$ cat src/rtl/sha256_compress.sv
// sha256_compress: iterative SHA-256 compression core, one round per clock.
// Takes a 512-bit block and a 256-bit chaining value and returns the updated
// chaining value after 64 rounds. The message schedule is expanded on the fly
// in a 16-word shift window.
// Optional build macro SHA256_ROUND_TAP_EN adds round_idx/tap_a/tap_e debug
// outputs that expose the current round index and working words a and e.
module sha256_compress (
  input  logic         clk,
  input  logic         rst_n,
  input  logic         in_valid,
  output logic         in_ready,
  input  logic [511:0] block,
  input  logic [255:0] state_in,
  output logic         out_valid,
  input  logic         out_ready,
  output logic [255:0] digest,
  output logic         busy
`ifdef SHA256_ROUND_TAP_EN
  ,
  output logic [5:0]   round_idx,
  output logic [31:0]  tap_a,
  output logic [31:0]  tap_e
`endif
);

  typedef enum logic [1:0] {
    ST_IDLE  = 2'd0,
    ST_ROUND = 2'd1,
    ST_DONE  = 2'd2
  } state_t;

  localparam logic [31:0] K_ROM [64] = '{
    32'h428a2f98, 32'h71374491, 32'hb5c0fbcf, 32'he9b5dba5,
    32'h3956c25b, 32'h59f111f1, 32'h923f82a4, 32'hab1c5ed5,
    32'hd807aa98, 32'h12835b01, 32'h243185be, 32'h550c7dc3,
    32'h72be5d74, 32'h80deb1fe, 32'h9bdc06a7, 32'hc19bf174,
    32'he49b69c1, 32'hefbe4786, 32'h0fc19dc6, 32'h240ca1cc,
    32'h2de92c6f, 32'h4a7484aa, 32'h5cb0a9dc, 32'h76f988da,
    32'h983e5152, 32'ha831c66d, 32'hb00327c8, 32'hbf597fc7,
    32'hc6e00bf3, 32'hd5a79147, 32'h06ca6351, 32'h14292967,
    32'h27b70a85, 32'h2e1b2138, 32'h4d2c6dfc, 32'h53380d13,
    32'h650a7354, 32'h766a0abb, 32'h81c2c92e, 32'h92722c85,
    32'ha2bfe8a1, 32'ha81a664b, 32'hc24b8b70, 32'hc76c51a3,
    32'hd192e819, 32'hd6990624, 32'hf40e3585, 32'h106aa070,
    32'h19a4c116, 32'h1e376c08, 32'h2748774c, 32'h34b0bcb5,
    32'h391c0cb3, 32'h4ed8aa4a, 32'h5b9cca4f, 32'h682e6ff3,
    32'h748f82ee, 32'h78a5636f, 32'h84c87814, 32'h8cc70208,
    32'h90befffa, 32'ha4506ceb, 32'hbef9a3f7, 32'hc67178f2
  };

  function automatic logic [31:0] rotr(input logic [31:0] x, input int n);
    return (x >> n) | (x << (32 - n));
  endfunction

  function automatic logic [31:0] big_sig0(input logic [31:0] x);
    return rotr(x, 2) ^ rotr(x, 13) ^ rotr(x, 22);
  endfunction

  function automatic logic [31:0] big_sig1(input logic [31:0] x);
    return rotr(x, 6) ^ rotr(x, 11) ^ rotr(x, 25);
  endfunction

  function automatic logic [31:0] small_sig0(input logic [31:0] x);
    return rotr(x, 7) ^ rotr(x, 18) ^ (x >> 3);
  endfunction

  function automatic logic [31:0] small_sig1(input logic [31:0] x);
    return rotr(x, 17) ^ rotr(x, 19) ^ (x >> 10);
  endfunction

  function automatic logic [31:0] ch(input logic [31:0] x, y, z);
    return (x & y) ^ (~x & z);
  endfunction

  function automatic logic [31:0] maj(input logic [31:0] x, y, z);
    return (x & y) ^ (x & z) ^ (y & z);
  endfunction

  state_t              state_q, state_d;
  logic [5:0]          t_q, t_d;
  logic [255:0]        hin_q, hin_d;
  logic [31:0]         a_q, b_q, c_q, d_q, e_q, f_q, g_q, h_q;
  logic [31:0]         a_d, b_d, c_d, d_d, e_d, f_d, g_d, h_d;
  logic [15:0][31:0]   w_q, w_d;
  logic                out_valid_q, out_valid_d;
  logic [255:0]        digest_q, digest_d;

  logic [31:0]         t1, t2, a_new, e_new, w_new;

  // Round datapath, schedule expansion and FSM next-state.
  always_comb begin
    state_d     = state_q;
    t_d         = t_q;
    hin_d       = hin_q;
    a_d = a_q; b_d = b_q; c_d = c_q; d_d = d_q;
    e_d = e_q; f_d = f_q; g_d = g_q; h_d = h_q;
    w_d         = w_q;
    out_valid_d = out_valid_q;
    digest_d    = digest_q;

    t1    = h_q + big_sig1(e_q) + ch(e_q, f_q, g_q) + K_ROM[t_q] + w_q[0];
    t2    = big_sig0(a_q) + maj(a_q, b_q, c_q);
    a_new = t1 + t2;
    e_new = d_q + t1;
    w_new = small_sig1(w_q[14]) + w_q[9] + small_sig0(w_q[1]) + w_q[0];

    case (state_q)
      ST_IDLE: begin
        if (in_valid) begin
          hin_d = state_in;
          a_d   = state_in[255:224];
          b_d   = state_in[223:192];
          c_d   = state_in[191:160];
          d_d   = state_in[159:128];
          e_d   = state_in[127:96];
          f_d   = state_in[95:64];
          g_d   = state_in[63:32];
          h_d   = state_in[31:0];
          for (int i = 0; i < 16; i++) w_d[i] = block[511 - 32*i -: 32];
          t_d     = 6'd0;
          state_d = ST_ROUND;
        end
      end
      ST_ROUND: begin
        h_d = g_q; g_d = f_q; f_d = e_q; e_d = e_new;
        d_d = c_q; c_d = b_q; b_d = a_q; a_d = a_new;
        for (int i = 0; i < 15; i++) w_d[i] = w_q[i+1];
        w_d[15] = w_new;
        if (t_q == 6'd63) begin
          // Feed-forward uses the post-round-63 words directly so the digest
          // is ready on the same edge as the last round.
          digest_d = {hin_q[255:224] + a_new, hin_q[223:192] + a_q,
                      hin_q[191:160] + b_q,   hin_q[159:128] + c_q,
                      hin_q[127:96]  + e_new, hin_q[95:64]   + e_q,
                      hin_q[63:32]   + f_q,   hin_q[31:0]    + g_q};
          out_valid_d = 1'b1;
          t_d         = 6'd0;
          state_d     = ST_DONE;
        end else begin
          t_d = t_q + 6'd1;
        end
      end
      ST_DONE: begin
        if (out_ready) begin
          out_valid_d = 1'b0;
          state_d     = ST_IDLE;
        end
      end
      default: state_d = ST_IDLE;
    endcase
  end

  // State, working registers and registered outputs.
  always_ff @(posedge clk or negedge rst_n) begin
    if (!rst_n) begin
      state_q     <= ST_IDLE;
      t_q         <= 6'd0;
      hin_q       <= '0;
      a_q <= '0; b_q <= '0; c_q <= '0; d_q <= '0;
      e_q <= '0; f_q <= '0; g_q <= '0; h_q <= '0;
      w_q         <= '0;
      out_valid_q <= 1'b0;
      digest_q    <= '0;
    end else begin
      state_q     <= state_d;
      t_q         <= t_d;
      hin_q       <= hin_d;
      a_q <= a_d; b_q <= b_d; c_q <= c_d; d_q <= d_d;
      e_q <= e_d; f_q <= f_d; g_q <= g_d; h_q <= h_d;
      w_q         <= w_d;
      out_valid_q <= out_valid_d;
      digest_q    <= digest_d;
    end
  end

  assign in_ready  = (state_q == ST_IDLE);
  assign busy      = (state_q != ST_IDLE);
  assign out_valid = out_valid_q;
  assign digest    = digest_q;

`ifdef SHA256_ROUND_TAP_EN
  assign round_idx = (state_q == ST_IDLE) ? 6'd0  : t_q;
  assign tap_a     = (state_q == ST_IDLE) ? 32'd0 : a_q;
  assign tap_e     = (state_q == ST_IDLE) ? 32'd0 : e_q;
`endif

endmodule

$ cat config.mk
export PLATFORM = sky130hd
export DESIGN_NAME = sha256_compress
export DESIGN_NICKNAME = d
export VERILOG_FILES = /design/src/rtl/sha256_compress.sv
export SDC_FILE = /design/constraint.sdc
export NUM_CORES = 2
export LEC_CHECK = 0
export BUFFER_PORTS_ARGS = -buffer_cell sky130_fd_sc_hd__buf_2
export CAP_MARGIN = 20
export CORE_UTILIZATION = 28
export CTS_BUF_LIST = sky130_fd_sc_hd__clkbuf_8
export DETAILED_ROUTE_END_ITERATION = 10
export GPL_TIMING_DRIVEN = 1
export HOLD_SLACK_MARGIN = 0.1
export PLACE_DENSITY = 0.57
export SLEW_MARGIN = 40
export SYNTH_ARGS = -nofsm -noshare
export SYNTH_HDL_FRONTEND = slang
export SYNTH_SLANG_ARGS = --single-unit
$ cat constraint.sdc
create_clock -name clk -period 9.75 [get_ports clk]
set_input_delay 0.4875 -clock clk [delete_from_list [all_inputs] [get_ports clk]]
set_output_delay 0.4875 -clock clk [all_outputs]
set_load 0.01 [all_outputs]
### Word-level counts from Yosys, hierarchy flattened

Memory sizes are Yosys's and may differ from the RTL's.
Cells that the tools add are included.
W data, S select, Z words.

* ROM bits: 2048
* word-level logic and storage cells: 123
* memories kept: 1
* register bits after elaboration: 1289
* output and inout bits: 259

Memory list
* (no name shown): words 64, width 32, rd ports 1, clocked after memory_dff 0, wr ports 0, line 101 `t1 = h_q + big_sig1(e_q) + ch(e_q, f_q, g_q) + K_ROM[t_q] + w_q[0];`

* order comparisons: 1
* muxes and demuxes: 30
* $add $sub $neg: 19
* equal/unequal tests: 6
* bitwise operators: 28
* reduce and logical (&&, ||, !) cells: 9

Operators by type and width (number)
* $pmux W512 S2: 1
* $add A32 B32 Y32: 18
* $mux W512: 1
* $pmux W32 S2: 8
* $mux W32: 10
* $xor A32 B32 Y32: 9
* $and A32 B32 Y32: 5
* $not A32 Y32: 1
* $or A10 B32 Y32: 1
* $or A13 B32 Y32: 1
* $or A14 B32 Y32: 1
* $or A15 B32 Y32: 1
* $or A19 B32 Y32: 1
* $or A21 B32 Y32: 1
* $or A25 B32 Y32: 1
* $or A26 B32 Y32: 1
* $or A30 B32 Y32: 1
* $or A7 B32 Y32: 1
* $xor A32 B22 Y32: 1
* $xor A32 B29 Y32: 1
* $mux W6: 2
* $pmux W6 S2: 1
* $ge A7 B7 Y1 const B: 1
* $not A6 Y7: 1
* 13 further kinds: 23

### Depth between registers and ports, before layout

* depth after elaboration: 9
* mapped depth: 46

### Worst setup path after synthesis

No wires, ideal clock.

* path type: flip-flop to flip-flop
* from: reg t_q[2]
* to: reg digest_q[254], in the netlist digest[254]
* setup slack: 738 ps
* buffers on the path: 2
* stages on the path, launching flop included: 41
* setup time: 136 ps
* arrival time: 8876 ps
* required time: 9614 ps
* cells stage by stage: dfrtp_1 > clkbuf_1 > clkinv_1 > clkbuf_1 > ha_1 > nor2_1 > a221oi_1 > o31a_1 > fa_1 > ha_1 > fa_1 > a211oi_1 > nor2_1 > o21a_1 > nor2_1 > o21ai_0 > a21oi_1 > xnor2_1 > [5 not listed] > or3_1 > a31oi_1 > o31ai_1 > a21oi_1 > a21oi_1 > o21a_1 > o21a_1 > o21a_1 > or3_1 > and2_1 > ha_1 > or3_1 > nand4b_1 > o21ai_0 > o21ai_0 > a21oi_1 > xor2_1 > o21ai_0

* word-level cells in the longest chain between the ends: 8
* elaborated cells on any way between the ends: 10
* those cells by class: add/sub: 4; eq/ne: 1; mux: 2; bitwise: 1; reduce/logical: 1; memory: 1

RTL lines
* start, declared: line 80 `logic [5:0] t_q, t_d;`
* start signal, assigned: line 166 `t_q <= t_d;`
* $not A6 Y7 (not written as such): line 101
* $mem_v2 Z64 W32
* $mux W32 (not written as such) (2 in a row): line 101
* $add A32 B32 Y32 (2 in a row): line 101
* $add A32 B32 Y32: line 103 `a_new = t1 + t2;`
* $add A32 B32 Y32: line 132 `digest_d = {hin_q[255:224] + a_new, hin_q[223:192] + a_q,`
* end signal, assigned: line 172 `digest_q <= digest_d;`
* end, declared: line 86 `logic [255:0] digest_q, digest_d;`

Parallel ways exist; a longest one is shown, timed or not. The select of a mux whose other input is x is not followed.
A chain may end at the register's enable or synchronous reset.

### Final worst setup path

* from: reg e_q[26]
* to: reg digest_q[254], in the netlist digest[254]

* word-level cells in the longest chain between the ends: 9
* elaborated cells on any way between the ends: 15
* those cells by class: add/sub: 6; bitwise: 9

RTL lines
* start, declared: line 82 `logic [31:0] a_q, b_q, c_q, d_q, e_q, f_q, g_q, h_q;`
* start signal, assigned: line 160 `e_q <= '0; f_q <= '0; g_q <= '0; h_q <= '0;`
* start signal, assigned: line 169 `e_q <= e_d; f_q <= f_d; g_q <= g_d; h_q <= h_d;`
* $or A21 B32 Y32 or $or A26 B32 Y32 (tied branches): line 52 `return (x >> n) | (x << (32 - n));`
* $xor A32 B32 Y32 (2 in a row): line 60 `return rotr(x, 6) ^ rotr(x, 11) ^ rotr(x, 25);`
* $add A32 B32 Y32: line 101
* $add A32 B32 Y32 * (3 in a row): line 101
* $add A32 B32 Y32 *: line 103
* $add A32 B32 Y32 *: line 132

Mark *: on every way between the ends. The rest lies on a longest branch, timed or not.

==> reports/metrics.cfg <==
[yosys]
yosysTopAreaCell = dfrtp_1
synth_top_cell_area_share_pct = 40.5
synthAdderAreaFrac_pct = 11.2
synth_common_cells = nand2_1 (2420), dfrtp_1 (1289), nor2_1 (914)
ys_seq_elements = 1289
synth_nets = 10900
ys.flop_type = dfrtp_1
syn_area_sq_um = 79700
synth_simple_gate_area_share_pct = 18.6
synth_edf_count = 0
seq_area_frac_synth_pct = 40.5
synth_area_leaders = dfrtp_1 (40%), nand2_1 (11%), ha_1 (6.3%)
synth_top_family_by_area = simple AND/OR/NAND/NOR gates
synth.avg_cell_area_sq_um = 8.36
yosysMostFrequentCell = nand2_1
synth_cells = 9543
async_reset_ff_share_pct = 100
synth.distinct_cells = 86
synthMuxAreaShare_pct = 0.899
yosysWarnings = 0
yosys.area_share.xor_xnor_pct = 6.46
synth_compound_area_share_pct = 17.2

[finish]
area_growth_pct = 28.3
multi_input_area_sq_um = 43600
fillCellCount = 29100
finalNetCount = 12500
largest_reg_flops = 512
drive_gt1_share_pct = 15.0
regArea_sq_um = 32300
regMostFlops = w_q

[critical_path]
crit_type = reg2reg
cp.depth = 38
startpoint = e_q[26]
r2r_start = e_q[26]
cp.required_ps = 10600
crit_path_frequent_cell = fa_1
critPathCaptureType = register
arrival_ps = 10170
worstRegToRegCells = 38
crit_end = digest[254]
cp_max_fo = 4
worst-path-buf-inv = 3
worst_setup_path_start_kind = register
timing.rr.end = digest[254]
critical-path-top-delay-family = adder cells
r2r_slack_ps = 420
critical_path.slowest_cell = fa_1
cp_slowest_stage_delay_ps = 490

[cts]
insertion_delay_ps = 1030
cts_tree = built
cts.sinks = 1289
cts_buffers = 239
clockRootBuffer = clkbuf_8
clkTransAtPathRegs_ps = 70
cts_buffer_depth = 4
cts_max_level = 4

[die]
die_area_sq_um = 287000
num_rows = 195
core-area_sq_um = 283000
start_util_pct = 28.2
io_pins = 1031
die_x_microns = 536
die_h_microns = 536

[sta]
setup_viol = 0
fmaxAchievable_mhz = 107
tightest_slew_ps = 1000
min_period_ps = 9330
rsz0062_at_grt = no
fin_setup_tns_ps = 0
skew_ps = 111
slew_violations = 0
slew_headroom_pct = 33.0
fin_crit_sh_pct = 95.7
hold_viol_final = 0

[placement]
dpl.hpwl_microns = 285000
portBuffers = 1030
place_congestion = 0.972

[drt]
vias = 76800
drc = 0
routed_wl_microns = 373000
drt_iter0_drc = 7452
ant_nets = 0
viasPerCell = 5.08
dr.pass1.iters = 7
avgRoutedWirePerCell_microns = 24.7

[status]
status = complete, no violations

[global_routing]
grt_pass1_vias = 73700
grt_pass1_wl_microns = 524000
grt_max_degree = 232
grt-ovfl-total = 0
antenna_found_initial = 49
gr-usage-all-layers_pct = 25.1

[run]
maxCapViolCount = 0

[worst_hold_path]
min_path_type = in2reg

## worst min path at each step
stage                   from           to  slack [ps]  cells after the start
6_report       state_in[165]   hin_q[165]         240                      4
2_1_floorplan          rst_n       a_q[0]         190                      0
4_1_cts        state_in[165]   hin_q[165]         120                      4
3_3_place_gp       digest[5]    digest[5]         450                      2
3_5_place_dp     digest[182]  digest[182]         460                      2
5_1_grt           block[365]     w_q[141]         210                      4
## timing repair
action,4_1_cts,5_1_grt
resized for setup,0,33
setup endpoints to repair,0,8
setup buffers,0,0
hold buffers,773,0
hold endpoints to repair,1159,0
## cells by family (layout without fill, tap and decap cells)
kind of cell,count (synthesis),count (layout)
other cells,0,29
xor+xnor,587,587
compound gates,2205,2205
fa+ha+maj,600,600
buf+inv,1089,2909
mux,54,54
flops,1289,1289
simple gates,3719,3719
## cells in the final DEF, fill, tap and decap left out, types with 13 or more instances in the layout
cell type and instances:
nor2_1 906, clkbuf_8 296, nor3_1 64, nand4_1 22, dfrtp_1 1286, o211ai_1 21, or2_2 13, a31oi_1 738
inv_1 542, nor2b_1 39, buf_2 1029, clkinv_2 38, ha_1 395, a21boi_0 18, fa_1 196, nand3_1 67
buf_4 156, and2_1 25, buf_12 24, o21bai_1 53, xnor2_1 331, o31ai_1 29, a211oi_1 39, diode_2 29
a21oi_1 370, or3_1 20, dlygate4sd3_1 772, nand2_1 2415, o21a_1 47, o22a_1 17, xor2_1 250, o22ai_1 50
a21o_1 201, nand2b_1 58, mux2_2 31, o21ai_0 472, and3_1 32
## per-stage QoR
step	worst slack (ps)	hold WS, ps	util, %	cell area (sq um)	instances
2_1_floorplan	738	192	-	79700	9543
3_3_place_gp	193	453	31.5	89100	13900
3_5_place_dp	202	455	31.5	89200	13900
4_1_cts	157	121	36.0	102000	15100
5_1_grt	7.81	213	36.2	102000	15100
6_report	424	238	36.2	102000	15100
## final cells by class
| type | instances | share of cell area, % |
|---|---|---|
| timing repair buffer | 2002 | 14.6 |
| antenna | 29 | 0.0710 |
| tap | 3743 | 4.58 |
| sequential | 1289 | 31.5 |
| clock inverter | 128 | 0.856 |
| clock buffer | 296 | 3.98 |
| multi-input combinational | 7165 | 42.6 |
| inverter | 483 | 1.78 |
## worst reg2reg max path, delay by kind of cell (launching register included)
family,cells,cell delay [ps]
AOI/OAI and AO/OA,16,2980
xor gates and xnor gates,4,750
adders and majority gates,8,3170
buffers and inverters,3,190
DFF,1,380
and+or+nand+nor,7,1700
## routing by layer
layer  vias up  GRT usage (%)  wire [microns]
met4        24           12.4           20400
met5         -              0             155
li1      35400              -               -
met1     37200           32.4          155000
met3       757           3.94           25800
met2      3450           40.6          172000
Power is not shown: default switching activity piles up to over one toggle a cycle in this logic, so the estimate is an artifact.
